### src/rtl/hub_sched_pkg.sv
// Shared types and helpers for the programmable hub-slot scheduler.
package hub_sched_pkg;

    localparam int NUMCOGS_MAX = 8;

    // Scheduling policy; raw mode 3 is reserved and decodes to LEGACY.
    typedef enum logic [1:0] {
        LEGACY    = 2'd0,
        SKIP_IDLE = 2'd1,
        TABLE     = 2'd2
    } sched_mode_e;

    // Commit handshake state.
    typedef enum logic {
        ST_IDLE    = 1'b0,
        ST_PENDING = 1'b1
    } commit_state_e;

    // One slot-table entry.
    typedef struct packed {
        logic       valid;
        logic [2:0] cog;
    } slot_entry_t;

    // Mode/length configuration word, laid out like the cfg write data.
    typedef struct packed {
        logic [3:0]  len_m1;
        sched_mode_e mode;
    } cfg_t;

    // Result of a circular search over the cog-enable mask.
    typedef struct packed {
        logic       found;
        logic [2:0] idx;
    } srch_t;

    // Map the raw 2-bit mode field onto the mode enum (reserved -> LEGACY).
    function automatic sched_mode_e decode_mode(input logic [1:0] raw);
        sched_mode_e m;
        case (raw)
            2'd1:    m = SKIP_IDLE;
            2'd2:    m = TABLE;
            default: m = LEGACY;
        endcase
        return m;
    endfunction

    // First set bit of mask strictly after base, wrapping; base itself is
    // the last candidate. base=7 therefore searches 0..7 in order.
    function automatic srch_t first_set_after(input logic [7:0] mask,
                                              input logic [2:0] base);
        srch_t      r;
        logic [2:0] pos;
        logic       hit;
        r.found = 1'b0;
        r.idx   = 3'd0;
        for (int k = 1; k <= NUMCOGS_MAX; k++) begin
            pos     = base + 3'(k);
            hit     = !r.found && mask[pos];
            r.idx   = hit ? pos : r.idx;
            r.found = r.found | mask[pos];
        end
        return r;
    endfunction

    // One-hot grant for a cog index, masked to the cogs that exist.
    function automatic logic [7:0] cog_onehot(input logic       vld,
                                              input logic [2:0] idx,
                                              input logic [7:0] present);
        logic [7:0] oh;
        oh = 8'd1 << idx;
        return vld ? (oh & present) : 8'd0;
    endfunction

endpackage

### src/rtl/hub_slot_sched_if.sv
// Configuration and grant signals between the top level and the scheduler.
interface hub_slot_sched_if;
    logic [7:0] cog_ena;
    logic       tbl_w;
    logic [3:0] tbl_a;
    logic [3:0] tbl_d;
    logic       cfg_w;
    logic [5:0] cfg_d;
    logic       commit;
    logic       ena_bus;
    logic [7:0] bus_sel;
    logic [3:0] slot_ptr;
    logic       frame;
    logic       pending;

    // Top level / hub side: drives configuration, observes grants.
    modport master (
        output cog_ena, tbl_w, tbl_a, tbl_d, cfg_w, cfg_d, commit,
        input  ena_bus, bus_sel, slot_ptr, frame, pending
    );

    // Scheduler side.
    modport slave (
        input  cog_ena, tbl_w, tbl_a, tbl_d, cfg_w, cfg_d, commit,
        output ena_bus, bus_sel, slot_ptr, frame, pending
    );
endinterface

### src/rtl/hub_sched_table.sv
// Shadow and active slot tables. Writes only touch the shadow copy; the
// whole shadow array is copied into the active array on apply.
module hub_sched_table
    import hub_sched_pkg::*;
#(
    parameter int TBL_DEPTH = 16
) (
    input  logic                          clk_i,
    input  logic                          rst_n_i,
    input  logic                          wr_en_i,
    input  logic [3:0]                    wr_addr_i,
    input  slot_entry_t                   wr_data_i,
    input  logic                          apply_i,
    output slot_entry_t [TBL_DEPTH-1:0]   shd_o,
    output slot_entry_t [TBL_DEPTH-1:0]   act_o
);

    slot_entry_t [TBL_DEPTH-1:0] shd_q, shd_d;
    slot_entry_t [TBL_DEPTH-1:0] act_q, act_d;

    // Shadow write decode: one entry per write strobe, out-of-range ignored.
    always_comb begin
        shd_d = shd_q;
        for (int i = 0; i < TBL_DEPTH; i++) begin
            if (wr_en_i && (wr_addr_i == 4'(i))) begin
                shd_d[i] = wr_data_i;
            end else begin
                shd_d[i] = shd_q[i];
            end
        end
    end

    // Active table takes the complete shadow image on apply.
    always_comb begin
        if (apply_i) begin
            act_d = shd_q;
        end else begin
            act_d = act_q;
        end
    end

    // Table storage registers.
    always_ff @(posedge clk_i or negedge rst_n_i) begin
        if (!rst_n_i) begin
            shd_q <= '0;
            act_q <= '0;
        end else begin
            shd_q <= shd_d;
            act_q <= act_d;
        end
    end

    assign shd_o = shd_q;
    assign act_o = act_q;

endmodule

### src/rtl/hub_slot_sched.sv
// Programmable hub-slot scheduler: bus phase toggle, per-mode grant
// sequencing (legacy rotation, skip-idle rotation, slot table) and a
// shadow/commit path that swaps configuration only at frame boundaries.
module hub_slot_sched
    import hub_sched_pkg::*;
#(
    parameter int NUMCOGS      = 8,
    parameter int TBL_DEPTH    = 16,
    parameter int DEFAULT_MODE = 0
) (
    input  logic           clk_cog,
    input  logic           nres,
    hub_slot_sched_if.slave bus
);

    localparam logic [3:0] LEN_MAX  = 4'(TBL_DEPTH - 1);
    localparam logic [7:0] COG_MASK = 8'((32'd1 << NUMCOGS) - 32'd1);
    localparam sched_mode_e RST_MODE = (DEFAULT_MODE == 1) ? SKIP_IDLE :
                                       (DEFAULT_MODE == 2) ? TABLE : LEGACY;
    localparam cfg_t RST_CFG = '{len_m1: LEN_MAX, mode: RST_MODE};

    // Registered state
    logic          ena_bus_q, ena_bus_d;
    logic [7:0]    bus_sel_q, bus_sel_d;
    logic [3:0]    slot_ptr_q, slot_ptr_d;
    logic          frame_q, frame_d;
    logic          fresh_q, fresh_d;
    logic          cur_vld_q, cur_vld_d;
    logic [2:0]    cur_idx_q, cur_idx_d;
    cfg_t          act_cfg_q, act_cfg_d;
    cfg_t          shd_cfg_q, shd_cfg_d;
    commit_state_e state_q, state_d;

    // Combinational helpers
    logic                         adv_s;
    logic                         bnd_s;
    logic                         apply_s;
    logic                         restart_s;
    logic [7:0]                   en_mask_s;
    srch_t                        sk_norm_s;
    srch_t                        sk_rst_s;
    srch_t                        sk_sel_s;
    sched_mode_e                  eff_mode_s;
    logic [3:0]                   eff_len_s;
    logic                         nxt_vld_s;
    logic [2:0]                   nxt_idx_s;
    logic [3:0]                   nxt_ptr_s;
    slot_entry_t                  ent_s;
    slot_entry_t [TBL_DEPTH-1:0]  shd_tbl_s;
    slot_entry_t [TBL_DEPTH-1:0]  act_tbl_s;

    hub_sched_table #(
        .TBL_DEPTH (TBL_DEPTH)
    ) u_table (
        .clk_i     (clk_cog),
        .rst_n_i   (nres),
        .wr_en_i   (bus.tbl_w),
        .wr_addr_i (bus.tbl_a),
        .wr_data_i (slot_entry_t'(bus.tbl_d)),
        .apply_i   (apply_s),
        .shd_o     (shd_tbl_s),
        .act_o     (act_tbl_s)
    );

    assign adv_s     = ena_bus_q;
    assign en_mask_s = bus.cog_ena & COG_MASK;
    // Continue after the current cog, or scan from bit 0 when idle.
    assign sk_norm_s = first_set_after(en_mask_s, cur_vld_q ? cur_idx_q : 3'd7);
    assign sk_rst_s  = first_set_after(en_mask_s, 3'd7);

    // Frame-boundary detection, always judged against the active config.
    always_comb begin
        bnd_s = 1'b0;
        if (fresh_q) begin
            bnd_s = 1'b1;
        end else begin
            case (act_cfg_q.mode)
                LEGACY:    bnd_s = !cur_vld_q || (cur_idx_q == 3'd7);
                SKIP_IDLE: bnd_s = !cur_vld_q ||
                                   (sk_norm_s.found && (sk_norm_s.idx <= cur_idx_q));
                TABLE:     bnd_s = (slot_ptr_q >= act_cfg_q.len_m1);
                default:   bnd_s = 1'b1;
            endcase
        end
    end

    // An apply always lands on a boundary, so the new config starts its
    // sequence from the idle state just like the first slot after reset.
    assign apply_s    = adv_s && (state_q == ST_PENDING) && bnd_s;
    assign restart_s  = fresh_q || apply_s;
    assign eff_mode_s = apply_s ? shd_cfg_q.mode   : act_cfg_q.mode;
    assign eff_len_s  = apply_s ? shd_cfg_q.len_m1 : act_cfg_q.len_m1;

    // Next grant in the effective mode.
    always_comb begin
        nxt_vld_s = cur_vld_q;
        nxt_idx_s = cur_idx_q;
        nxt_ptr_s = 4'd0;
        ent_s     = '0;
        sk_sel_s  = restart_s ? sk_rst_s : sk_norm_s;
        case (eff_mode_s)
            SKIP_IDLE: begin
                nxt_vld_s = sk_sel_s.found;
                nxt_idx_s = sk_sel_s.idx;
            end
            TABLE: begin
                if (restart_s || (slot_ptr_q >= eff_len_s)) begin
                    nxt_ptr_s = 4'd0;
                end else begin
                    nxt_ptr_s = slot_ptr_q + 4'd1;
                end
                ent_s     = apply_s ? shd_tbl_s[nxt_ptr_s] : act_tbl_s[nxt_ptr_s];
                nxt_vld_s = ent_s.valid;
                nxt_idx_s = ent_s.cog;
            end
            default: begin
                // Legacy rotation: idle -> cog 0, then 1..7 and wrap.
                nxt_vld_s = 1'b1;
                nxt_idx_s = (restart_s || !cur_vld_q) ? 3'd0 : (cur_idx_q + 3'd1);
            end
        endcase
    end

    // Grant/output next state; everything moves only on advance edges.
    always_comb begin
        ena_bus_d  = ~ena_bus_q;
        fresh_d    = fresh_q;
        cur_vld_d  = cur_vld_q;
        cur_idx_d  = cur_idx_q;
        slot_ptr_d = slot_ptr_q;
        bus_sel_d  = bus_sel_q;
        frame_d    = frame_q;
        if (adv_s) begin
            fresh_d    = 1'b0;
            cur_vld_d  = nxt_vld_s;
            cur_idx_d  = nxt_idx_s;
            slot_ptr_d = nxt_ptr_s;
            bus_sel_d  = cog_onehot(nxt_vld_s, nxt_idx_s, COG_MASK);
            frame_d    = bnd_s;
        end else begin
            fresh_d    = fresh_q;
            bus_sel_d  = bus_sel_q;
        end
    end

    // Shadow config writes (length clamped to the table) and active swap.
    always_comb begin
        shd_cfg_d = shd_cfg_q;
        act_cfg_d = act_cfg_q;
        if (bus.cfg_w) begin
            shd_cfg_d.len_m1 = (bus.cfg_d[5:2] > LEN_MAX) ? LEN_MAX : bus.cfg_d[5:2];
            shd_cfg_d.mode   = decode_mode(bus.cfg_d[1:0]);
        end else begin
            shd_cfg_d = shd_cfg_q;
        end
        if (apply_s) begin
            act_cfg_d = shd_cfg_q;
        end else begin
            act_cfg_d = act_cfg_q;
        end
    end

    // Commit FSM: a commit arms PENDING; it clears on the applying advance
    // unless a fresh commit arrives on that same edge.
    always_comb begin
        state_d = state_q;
        case (state_q)
            ST_IDLE: begin
                if (bus.commit) begin
                    state_d = ST_PENDING;
                end else begin
                    state_d = ST_IDLE;
                end
            end
            ST_PENDING: begin
                if (apply_s && !bus.commit) begin
                    state_d = ST_IDLE;
                end else begin
                    state_d = ST_PENDING;
                end
            end
            default: state_d = ST_IDLE;
        endcase
    end

    // State registers, cleared asynchronously.
    always_ff @(posedge clk_cog or negedge nres) begin
        if (!nres) begin
            ena_bus_q  <= 1'b0;
            bus_sel_q  <= 8'd0;
            slot_ptr_q <= 4'd0;
            frame_q    <= 1'b0;
            fresh_q    <= 1'b1;
            cur_vld_q  <= 1'b0;
            cur_idx_q  <= 3'd0;
            act_cfg_q  <= RST_CFG;
            shd_cfg_q  <= RST_CFG;
            state_q    <= ST_IDLE;
        end else begin
            ena_bus_q  <= ena_bus_d;
            bus_sel_q  <= bus_sel_d;
            slot_ptr_q <= slot_ptr_d;
            frame_q    <= frame_d;
            fresh_q    <= fresh_d;
            cur_vld_q  <= cur_vld_d;
            cur_idx_q  <= cur_idx_d;
            act_cfg_q  <= act_cfg_d;
            shd_cfg_q  <= shd_cfg_d;
            state_q    <= state_d;
        end
    end

    assign bus.ena_bus  = ena_bus_q;
    assign bus.bus_sel  = bus_sel_q;
    assign bus.slot_ptr = slot_ptr_q;
    assign bus.frame    = frame_q;
    assign bus.pending  = (state_q == ST_PENDING);

endmodule

### src/flat_wrapper.sv
// flat-port wrapper written by rule: the top's interface ports become plain ports
module hub_slot_sched_flat import hub_sched_pkg::*;
#(
    parameter int NUMCOGS      = 8,
    parameter int TBL_DEPTH    = 16,
    parameter int DEFAULT_MODE = 0
)
  (clk_cog, nres, bus_cog_ena, bus_tbl_w, bus_tbl_a, bus_tbl_d, bus_cfg_w, bus_cfg_d, bus_commit, bus_ena_bus, bus_bus_sel, bus_slot_ptr, bus_frame, bus_pending);
  hub_slot_sched_if bus_i ();
  input  logic clk_cog;
  input  logic nres;
  input wire logic [$bits(bus_i.cog_ena)-1:0] bus_cog_ena;
  input wire logic [$bits(bus_i.tbl_w)-1:0] bus_tbl_w;
  input wire logic [$bits(bus_i.tbl_a)-1:0] bus_tbl_a;
  input wire logic [$bits(bus_i.tbl_d)-1:0] bus_tbl_d;
  input wire logic [$bits(bus_i.cfg_w)-1:0] bus_cfg_w;
  input wire logic [$bits(bus_i.cfg_d)-1:0] bus_cfg_d;
  input wire logic [$bits(bus_i.commit)-1:0] bus_commit;
  output wire logic [$bits(bus_i.ena_bus)-1:0] bus_ena_bus;
  output wire logic [$bits(bus_i.bus_sel)-1:0] bus_bus_sel;
  output wire logic [$bits(bus_i.slot_ptr)-1:0] bus_slot_ptr;
  output wire logic [$bits(bus_i.frame)-1:0] bus_frame;
  output wire logic [$bits(bus_i.pending)-1:0] bus_pending;
  assign bus_i.cog_ena = bus_cog_ena;
  assign bus_i.tbl_w = bus_tbl_w;
  assign bus_i.tbl_a = bus_tbl_a;
  assign bus_i.tbl_d = bus_tbl_d;
  assign bus_i.cfg_w = bus_cfg_w;
  assign bus_i.cfg_d = bus_cfg_d;
  assign bus_i.commit = bus_commit;
  assign bus_ena_bus = bus_i.ena_bus;
  assign bus_bus_sel = bus_i.bus_sel;
  assign bus_slot_ptr = bus_i.slot_ptr;
  assign bus_frame = bus_i.frame;
  assign bus_pending = bus_i.pending;
  hub_slot_sched #(.NUMCOGS(NUMCOGS), .TBL_DEPTH(TBL_DEPTH), .DEFAULT_MODE(DEFAULT_MODE)) u_core (.clk_cog(clk_cog), .nres(nres), .bus(bus_i));
endmodule
### config.mk
export PLATFORM = sky130hd
export DESIGN_NAME = hub_slot_sched_flat
export DESIGN_NICKNAME = d
export VERILOG_FILES = /design/src/rtl/hub_sched_pkg.sv /design/src/rtl/hub_slot_sched_if.sv /design/src/rtl/hub_sched_table.sv /design/src/rtl/hub_slot_sched.sv /design/src/flat_wrapper.sv
export SDC_FILE = /design/constraint.sdc
export NUM_CORES = 1
export LEC_CHECK = 0
export ABC_AREA = 1
export ABC_CLOCK_PERIOD_IN_PS = 9300
export CAP_MARGIN = 0
export CORE_ASPECT_RATIO = 0.6
export CORE_MARGIN = 2
export CORE_UTILIZATION = 33
export DETAILED_ROUTE_END_ITERATION = 8
export PLACE_DENSITY_LB_ADDON = 0.2
export SLEW_MARGIN = 20
export SYNTH_ARGS = -nofsm -noshare
export SYNTH_HDL_FRONTEND = slang
export SYNTH_SLANG_ARGS = --single-unit
### constraint.sdc
create_clock -name clk_cog -period 9.3 [get_ports clk_cog]
set_clock_uncertainty 0.05 [all_clocks]
set_input_delay 1.395 -clock clk_cog [delete_from_list [all_inputs] [get_ports clk_cog]]
set_output_delay 1.395 -clock clk_cog [all_outputs]
set_load 0.01 [all_outputs]
==> impl_metrics.py <==
metrics = {
    "logic_synthesis": {
        "synth_fa_ha_area_share_pct": 2.68,
        "synth-compound-area-share_pct": 8.93,
        "synth-simple-area-share_pct": 31.6,
        "syn_nets": 1064,
        "ys_types": 45,
        "yosysSeqAreaShare_pct": 50.5,
        "syn_avg_cell_area_sq_um": 7.79,
        "yosys.area_share.xor_xnor_pct": 0.220,
        "syn-cell-area_sq_um": 7950,
        "muxShareOfSynthArea_pct": 0.567,
        "ys_ff_latch": 160,
        "yosys_warnings": 0,
        "synth_top_family_by_area": "simple AND/OR/NAND/NOR gates",
        "netlist_instances": 1020,
    },
    "floorplanning": {
        "die_y_um": 124,
        "num_io_pins": 42,
        "coreArea_sq_um": 23300,
        "die_area_sq_um": 25400,
        "fp.dieW_um": 204,
        "start_util_pct": 34.0,
        "num_rows": 43,
    },
    "pwr": {
        "ir_drop_mv": 0.180,
        "intPower_uw": 2030,
        "sequentialPowerShare_pct": 27.4,
        "pwr-share-comb_pct": 53.8,
        "p_switching_uw": 1900,
        "switching_share_pct": 48.4,
        "p_leak_uw": 0.00461,
        "powerDensity_nw_per_um2": 424,
        "p_clk_share_pct": 18.8,
    },
    "min_path": {
        "holdCritStartpoint": "u_core.u_table.shd_o[18]$_DFFE_PN0P_",
        "min_to": "u_core.u_table.act_o[18]$_DFFE_PN0N_",
        "hold_class": "reg2reg",
        "holdPathStages": 2,
    },
    "worst_setup_path": {
        "crit_type": "in2reg",
        "critPathCaptureType": "flop",
        "rrSetupSlack_ns": 1.56,
        "cpMostUsedCell": "nand2_1",
        "r2r-end": "u_core.bus.bus_sel[5]$_DFFE_PN0P_",
        "worstPathMaxFanout": 35,
        "crit_slowest_cell": "clkdlybuf4s50_1",
        "reg2reg_from": "u_core.cur_vld_q$_DFFE_PN0P_",
        "critPathMaxStageDelay_ns": 0.59,
        "ff2ff_path_depth": 49,
        "crit_required_ns": 9.57,
        "crit_arrival_ns": 8.09,
        "cp-start-kind": "primary input",
    },
    "clocking": {
        "path_clk_slew_ns": 0.06,
        "cts_tree": "done",
        "clock_latency_ns": 0.44,
        "cts.sinks": 160,
        "postCtsSetupBuffers": 0,
        "ctsHoldBuffers": 0,
        "h-tree-depth": 4,
        "cts_root_buffer": "clkbuf_16",
        "cts_buffers": 17,
        "post_cts_resized": 0,
        "cts_buffer_depth": 2,
    },
    "drt": {
        "routed-via-count": 6845,
        "drtPass1Iterations": 6,
        "drt_iter0_markers": 671,
        "wl_per_cell_um": 17.0,
        "wirelength_mm": 23.4,
        "drt.antenna.violating_nets": 0,
        "viasPerCell": 4.96,
        "drc": 0,
    },
    "timing": {
        "rsz0062_at_grt": "no",
        "fin_tns_setup_ns": 0,
        "setup_viol": 0,
        "slew-limit-headroom_pct": 39.9,
        "min_period_over_period_pct": 84.1,
        "hold_slack_ns": 0.414,
        "fin_crit_ns": 7.82,
        "worstMarginPinSlew_ns": 0.898,
        "fmax_mhz": 128,
        "final-hold-violation-count": 0,
        "drv_slew": 0,
    },
    "grt": {
        "grt_pass1_wl_mm": 37.5,
        "grt.overflow.total": 0,
        "grt_max_degree": 67,
        "gr-usage-all-layers_pct": 19.3,
        "antenna_found_initial": 1,
        "grt_pass1_vias": 6429,
    },
    "cells_and_area": {
        "drive_above_1_share_pct": 7.70,
        "area_growth_pct": 16.5,
        "diodes": 0,
        "final_common_cell": "nand2_1",
        "final_cell_mix": "431 x nand2_1, 151 x dfrtp_1, 99 x nand3_1",
        "nFillCells": 2466,
        "final_cell_area_sq_um": 9260,
        "nets": 1097,
    },
    "placed_design": {
        "globalplace.congestion": 0.918,
        "numPortBuffers": 41,
        "placedInstanceArea_sq_um": 8650,
        "dp_hpwl_mm": 16.5,
    },
    "flow_run": {
        "drv_cap": 0,
    },
    "outcome": {
        "status": "completed",
    },
}
==> power groups by stage <==
stage | registers, uW | clock network [uW] | logic (uW)
final | 1080 | 738 | 2110
after global routing | 1100 | 779 | 2410
after global placement | 1090 | 0 | 2090
after CTS | 1070 | 749 | 2090
after floorplan | 1030 | 0 | 1560
after detailed placement | 1080 | 0 | 2070
==> kinds of logic (layout without fill, tap and decap cells) <==
family | Yosys count | after routing
AO/OA/AOI/OAI | 129 | 129
buffers and inverters | 108 | 153
AND/OR/NAND/NOR | 600 | 600
XOR/XNOR | 2 | 2
multiplexers | 4 | 4
adder cells (fa/ha/maj) | 17 | 17
flip-flops | 160 | 160
==> per-layer routing <==
layer  track usage [%]  wire, um
met1              32.9     13300
met2              23.3      8280
met3              4.30      1620
met4              4.77       246
met5                 0         0
==> area by class of cell <==
cell class | count | area (sq um) | area share (%)
clock inverters | 9 | 131 | 1.42
inverters | 75 | 282 | 3.04
multi-input cells | 752 | 3500 | 37.8
clock buffers | 22 | 484 | 5.23
well taps | 315 | 394 | 4.26
repair buffers | 47 | 457 | 4.93
flip-flops and latches | 160 | 4020 | 43.3
==> per-stage QoR <==
stage	util [%]	worst slack [ns]	total power (uW)	instances
global placement	37.0	1.40	3170	1349
floorplan	-	2.50	2600	1020
finish	39.7	1.48	3930	1380
detailed placement	37.0	1.32	3160	1349
global route	39.7	0.931	4290	1380
CTS	39.7	1.65	3920	1380
==> registers in the layout, indices dropped and copies added (netlist names) <==
name / flops
u_core.cur_vld_q: 1
u_core.act_cfg_q: 6
u_core.u_table.shd_o: 64
u_core.bus.ena_bus: 1
u_core.u_table.act_o: 64
u_core.bus.pending: 1
u_core.bus.bus_sel: 8
u_core.shd_cfg_q: 6
u_core.cur_idx_q: 3
u_core.fresh_q: 1
u_core.bus.slot_ptr: 4
u_core.bus.frame: 1
==> worst max-delay path by stage <==
stage	depth (start not counted)	startpoint	to
after CTS	48	bus_cog_ena[0]	u_core.bus.bus_sel[0]$_DFFE_PN0P_
after global placement	47	bus_cog_ena[0]	u_core.bus.bus_sel[5]$_DFFE_PN0P_
after global routing	47	bus_cog_ena[0]	u_core.bus.bus_sel[4]$_DFFE_PN0P_
final	48	bus_cog_ena[0]	u_core.bus.bus_sel[5]$_DFFE_PN0P_
after floorplan	50	bus_cog_ena[5]	u_core.bus.bus_sel[6]$_DFFE_PN0P_
after detailed placement	45	bus_cog_ena[0]	u_core.bus.bus_sel[2]$_DFFE_PN0P_
==> synth_stat cells <==
master / count / area, sq um
o21a_1: 1 / 7.51
xor2_1: 2 / 17.5
a21oi_2: 3 / 26.3
mux2_2: 4 / 45.0
inv_1: 69 / 259
a211oi_1: 1 / 7.51
nand3_4: 1 / 17.5
o2111ai_1: 1 / 8.76
nand4_1: 1 / 6.26
nor3b_1: 1 / 7.51
a21boi_0: 2 / 15.0
o211ai_1: 5 / 37.5
o311ai_0: 1 / 8.76
nor2_4: 3 / 33.8
o221ai_1: 1 / 8.76
buf_6: 2 / 22.5
a21oi_1: 8 / 40.0
ha_1: 17 / 213
o41ai_1: 1 / 8.76
nand3_1: 99 / 495
nor2_1: 40 / 150
clkbuf_1: 26 / 97.6
buf_2: 1 / 5.00
o22ai_1: 3 / 18.8
a31oi_1: 1 / 6.26
o21ai_0: 96 / 480
buf_1: 1 / 3.75
nand3b_1: 2 / 15.0
nor3_1: 2 / 10.0
nand2_4: 2 / 22.5
nor4_1: 1 / 6.26
inv_2: 6 / 22.5
a21o_1: 1 / 7.51
nand4_2: 2 / 25.0
a32oi_1: 1 / 8.76
nand2_1: 431 / 1620
nor2_8: 1 / 20.0
nand2_2: 8 / 50.1
dfrtp_1: 151 / 3780
or2_2: 1 / 6.26
nor2_2: 5 / 31.3
dfstp_2: 9 / 236
o21ai_1: 2 / 10.0
buf_4: 3 / 22.5
a221oi_1: 1 / 8.76
==> worst max-delay path, delay by kind of cell <==
family,cells,cell delay [ns]
AO/OA/AOI/OAI,10,1.88
adder cells (fa/ha/maj),2,0.65
buffers and inverters,7,1.19
AND/OR/NAND/NOR,29,2.93
(Power assumes the default switching activity.)
